**config.mk**
```make
export PLATFORM = sky130hd
export DESIGN_NAME = alu_issue_stage
export DESIGN_NICKNAME = d
export VERILOG_FILES = /design/src/rtl/alu_issue_stage.sv
export SDC_FILE = /design/constraint.sdc
export NUM_CORES = 1
export LEC_CHECK = 0
export ABC_CLOCK_PERIOD_IN_PS = 2500
export CORE_AREA = 2 2 67 69
export CTS_CLUSTER_SIZE = 14
export DETAILED_ROUTE_END_ITERATION = 6
export DIE_AREA = 0 0 69 71
export PLACE_DENSITY = 0.88
export SYNTH_ARGS = -nofsm -noshare
export SYNTH_HDL_FRONTEND = slang
export SYNTH_SLANG_ARGS = --single-unit
```
**constraint.sdc**
```tcl
create_clock -name clk -period 2.5 [get_ports clk]
set_clock_uncertainty 0.05 [all_clocks]
set_input_delay 0.75 -clock clk [delete_from_list [all_inputs] [get_ports clk]]
set_output_delay 0.75 -clock clk [all_outputs]
set_load 0.03 [all_outputs]
```
**src/rtl/alu_issue_stage.sv**
```systemverilog
// Issue stage in front of the 4-bit combinational ALU: a small register file, registered ALU operands,
// and a one-entry response buffer with valid/ready handshakes on both sides.
module alu_issue_stage #(
    parameter int WIDTH = 4,
    parameter int NREGS = 4
) (
    input  logic                     clk,
    input  logic                     rst_n,
    input  logic                     in_valid,
    output logic                     in_ready,
    input  logic                     in_load,
    input  logic [2:0]               in_opcode,
    input  logic [$clog2(NREGS)-1:0] in_rd,
    input  logic [$clog2(NREGS)-1:0] in_rs1,
    input  logic [$clog2(NREGS)-1:0] in_rs2,
    input  logic [WIDTH-1:0]         in_imm,
    output logic [WIDTH-1:0]         alu_a,
    output logic [WIDTH-1:0]         alu_b,
    output logic [2:0]               alu_opcode,
    input  logic [WIDTH-1:0]         alu_result,
    input  logic                     alu_zero,
    input  logic                     alu_carry,
    input  logic                     alu_overflow,
    input  logic                     alu_negative,
    output logic                     out_valid,
    input  logic                     out_ready,
    output logic [WIDTH-1:0]         out_result,
    output logic [$clog2(NREGS)-1:0] out_rd,
    output logic [3:0]               out_flags,
    input  logic [$clog2(NREGS)-1:0] dbg_addr,
    output logic [WIDTH-1:0]         dbg_data
);

    typedef enum logic [1:0] {
        IDLE = 2'd0,
        EXEC = 2'd1,
        RESP = 2'd2
    } state_t;

    state_t           state;
    state_t           next_state;
    logic [WIDTH-1:0] regfile [NREGS];
    logic             accept;

    // Gating with rst_n keeps ready low for the whole time reset is held.
    assign in_ready = (state == IDLE) & rst_n;
    assign accept   = in_valid & in_ready;
    assign dbg_data = regfile[dbg_addr];

    always_ff @(posedge clk or negedge rst_n) begin
        if (!rst_n) begin
            state <= IDLE;
        end else begin
            state <= next_state;
        end
    end

    always_comb begin
        next_state = state;
        case (state)
            IDLE: begin
                if (accept && !in_load) begin
                    next_state = EXEC;
                end
            end
            EXEC: next_state = RESP;
            RESP: begin
                if (out_ready) begin
                    next_state = IDLE;
                end
            end
            default: next_state = IDLE;
        endcase
    end

    // Register file writes happen only in IDLE (loads) or at EXEC exit, so they never collide.
    always_ff @(posedge clk or negedge rst_n) begin
        if (!rst_n) begin
            for (int i = 0; i < NREGS; i++) begin
                regfile[i] <= '0;
            end
            alu_a      <= '0;
            alu_b      <= '0;
            alu_opcode <= '0;
            out_valid  <= 1'b0;
            out_result <= '0;
            out_rd     <= '0;
            out_flags  <= '0;
        end else begin
            case (state)
                IDLE: begin
                    if (accept) begin
                        if (in_load) begin
                            regfile[in_rd] <= in_imm;
                        end else begin
                            alu_a      <= regfile[in_rs1];
                            alu_b      <= regfile[in_rs2];
                            alu_opcode <= in_opcode;
                            out_rd     <= in_rd;
                        end
                    end
                end
                EXEC: begin
                    out_result      <= alu_result;
                    regfile[out_rd] <= alu_result;
                    out_flags       <= {alu_zero, alu_carry, alu_overflow, alu_negative};
                    out_valid       <= 1'b1;
                end
                RESP: begin
                    if (out_ready) begin
                        out_valid <= 1'b0;
                    end
                end
                default: ;
            endcase
        end
    end

endmodule

```
# [Word-level counts from Yosys, hierarchy flattened]
# Cells that the tools add are included.
[classes] magnitude_cmp=7 bitwise=8 n_reduce_logical=11 muxes=23 n_eq_ne=6
[ops] operator="$bwmux 16" n=2
[ops] operator="$mux 16" n=2
[ops] operator="$mux 4" n=8
[ops] operator="$pmux 16 s2" n=1
[ops] operator="$bmux 4 s2" n=3
[ops] operator="$demux 4 s2" n=2
[ops] operator="$ge 3x3->1 const B" n=5
[ops] operator="$not 2->3" n=5
[ops] operator="$lt 3x1->1 const B" n=2
[ops] operator="$ne 2x2->1 const B" n=3
[ops] operator="$pmux 2 s3" n=1
[ops] operator="$reduce_and 3->1" n=2
[ops] operator="$mux 2" n=2
[ops] operator="$reduce_and 2->1" n=2
[ops] operator="$reduce_bool 2->1" n=2
[ops] operator="$logic_and 1x1->1" n=3
[ops] operator="$and 1x1->1" n=2
[ops] operator="$eq 2x1->1 const B" n=1
[ops] operator="$eq 2x2->1 const B" n=1
[ops] operator="$logic_not 2->1" n=1
[ops] operator="$ne 2x1->1 const B" n=1
[ops] operator="$pmux 1 s2" n=1
[ops] operator="$logic_not 1->1" n=1
[ops] operator="$mux 1" n=1
[ops] operator="$not 1->1" n=1
[word_totals] input_bits=28 register_bits=40 wordCells=67 out_inout_bits=27

# [Longest topological paths before layout]
[depth] ltp_word=9 ltp_mapped=6 depth_no_buf=4

# [Worst setup path before layout]
# OpenSTA, ideal clock, no wires.
[synth_path] path_type="input -> output" startpoint="input rst_n" endpoint="output in_ready" path_slack_ns=0.219 arrival_time_ns=1.481 cell_stages=1 n_path_buf=0 required_ns=1.700 path_cell_list="nor3b_1"
[synth_between] elab_chain_cells=1
[synth_lines] element="start: declaration" line="8" source="input logic rst_n,"
[synth_lines] element="$and 1x1->1" line="46" source="assign in_ready = (state == IDLE) & rst_n;"
[synth_lines] element="end: declaration" line="10" source="output logic in_ready,"
# No other way between the ends.

# [Final worst setup path]
[layout_path] startpoint="input dbg_addr[0]" endpoint="output dbg_data[1]"
[layout_between] elab_chain_cells=4
[layout_lines] element="start: declaration" line="30" source="input logic [$clog2(NREGS)-1:0] dbg_addr,"
[layout_lines] element="$not 2->3 (not written as such)" line="48" source="assign dbg_data = regfile[dbg_addr];"
[layout_lines] element="$bmux 4 s2" line="48"
[layout_lines] element="$mux 4 (not written as such) (2 in series)" line="48"
[layout_lines] element="end: declaration" line="31" source="output logic [WIDTH-1:0] dbg_data"
# No other way between the ends. The select of a mux whose other input is x is not followed.

==> impl_metrics.toml <==
[synthesis]
syn_area_sq_um = 2040
syn_inst = 161
synth_area_per_cell_sq_um = 12.6
syn_nets = 189
ys_seq_elements = 40
ys_seq_area_share_pct = 49.2
ys_warn_count = 0
yosysUniqueCellTypes = 20

[worst_hold_path]
worstHoldPathType = "input port to async pin"

[drt]
drt_iter0_drc = 100
vias_per_cell = 5.63
antenna_left = 0
wirelength_microns = 4550
vias = 1565
post_drt_wl_per_cell_microns = 16.4
first_pass_iters = 5
drc = 0

[floorplanning]
io_pins = 55
dieArea_sq_um = 4900
die_w_microns = 69
rows = 24
die-height_microns = 71
initial_core_util_pct = 48.4
fp.coreArea_sq_um = 4200

[worst_setup_path]
crit_path_start_kind = "input port"
required_ns = 1.70
path_max_fanout = 4
critPathKind = "input port to output port"
critPathArrivalTime_ns = 1.62
end_kind = "output port"

[layout]
fill_cells = 336
nets = 253
final_cell_mix = "clkdlybuf4s50_1, dfrtp_1, nand2_1, mux2_2, o22ai_1"
num_antenna_cells = 0
drive_gt1_share_pct = 30.1
final_util_pct = 64.6
syn2layout_area_growth_pct = 33.4
finalNonFillerCells = 278
final_common_cell = "clkdlybuf4s50_1"

[clocking]
cts_resized = 27
cts_tree = "built"
cts_sinks = 40
clk_pin_slew_ns = 0.07
cts_inserted_buffers = 5
h-tree-depth = 2
clk_latency_ns = 0.29
cts_hold_buf = 0
clock_path_buffers = 2
cts_root_buf = "clkbuf_8"
postCtsSetupBuffers = 0

[global_route]
antenna_found_initial = 0
grt_max_degree = 35
grt_usage_pct = 20.4
grt_pass1_vias = 1647
overflow = 0
grt_pass1_wl_microns = 7910

[sta]
whs_ns = 0.245
min_period_ns = 2.42
max_freq_mhz = 414
worstMarginPinSlew_ns = 0.425
finalHoldViolCount = 0
final_max_slew_viol_count = 0
relSlewSlack_pct = 71.7
fin_crit_sh_pct = 96.7
grt_setup_unrepaired = "false"
final-setup-viol-count = 0

[run_status]
outcome = "finished, final reports clean"

[place]
port_buffers = 54
place_congestion = 0.844
dp_hpwl_microns = 3500
numPlacedInstances = 270

[flow_run]
cap_violations = 0

[power_and_ir_drop]
p_total_mw = 2.10
powerDensity_nw_per_um2 = 774
irDropWorstVdd_mv = 0.440
power_leakage_nw = 1.21
metal layers:
layer	part of all wire, %	vias to the layer above	GRT usage [%]
met5	0	-	0
met4	1.2	0	5.23
met3	4.8	5	4.70
met2	53	51	35.6
met1	41	789	25.9
li1	-	720	-
kinds of logic (layout without fill, tap and decap cells):
group / after synthesis / after routing / share of synthesized area (%)
compound gates: 23 / 23 / 7.25
buf+inv: 5 / 70 / 2.03
flops: 40 / 40 / 49.2
mux: 42 / 42 / 29.8
simple gates: 51 / 51 / 11.7
cell usage after synthesis, drive strengths merged:
cell type  instances  area (sq um)
dfrtp             40          1000
nand2             33           124
mux2              29           327
o22ai             16           100
mux4              12           270
nor2               7          26.3
nand2b             5          31.3
buf                4          37.5
o21ai              4          31.3
a21oi              2          10.0
or2                2          12.5
a31oi              1          6.26
inv                1          3.75
mux2i              1          10.0
nor2b              1          8.76
nor3b              1          7.51
nor4               1          21.3
or2b               1          7.51
flip-flops by register name, indices dropped and copies added (netlist names):
name	count
alu_a	4
alu_b	4
alu_opcode	3
out_flags	4
out_rd	2
out_result	4
out_valid	1
regfile	16
state	2
worst paths after layout:
check | from | end | slack [ns] | depth (start not counted)
max in group asynchronous | rst_n | regfile[0]$_DFFE_PN0P_ | 1.48 | 2
max | dbg_addr[0] | dbg_data[1] | 0.08 | 3
max reg2reg | state[1]$_DFFE_PN0P_ | regfile[9]$_DFFE_PN0P_ | 0.64 | 4
min in group clk | out_flags[0]$_DFFE_PN0P_ | out_flags[0]$_DFFE_PN0P_ | 0.43 | 2
min reg2reg | out_flags[0]$_DFFE_PN0P_ | out_flags[0]$_DFFE_PN0P_ | 0.43 | 2
min | rst_n | out_flags[0]$_DFFE_PN0P_ | 0.24 | 1
area by class of cell:
class	instances	area (sq um)	share of cell area [%]
repair buffers	61	562	20.7
multi-input cells	116	993	36.6
well taps	52	65.1	2.40
inverters	1	3.75	0.138
clock buffers	8	90.1	3.32
flip-flops and latches	40	1000	36.9
report_power, final:
part / switching, mW / leakage [nW] / internal, mW
clock network: 0.204 / 0.0455 / 0.225
registers: 0.113 / 0.521 / 0.784
logic: 0.399 / 0.648 / 0.376
total: 0.716 / 1.21 / 1.38
per-stage QoR:
step | TNS, ns | setup WS (ns) | cell area [sq um]
after global routing | 0 | 0.0339 | 2720
after floorplan | 0 | 0.219 | 2040
final | 0 | 0.0822 | 2720
after CTS | 0 | 0.0758 | 2720
after detailed placement | -3.33 | -0.852 | 2650
after global placement | -3.26 | -0.823 | 2650
worst max-delay path, cell delays in order:
cell and delay (ns):
buf_2 0.16, mux4_2 0.52, buf_4 0.18
No activity file was read; power rests on OpenSTA's default activity.
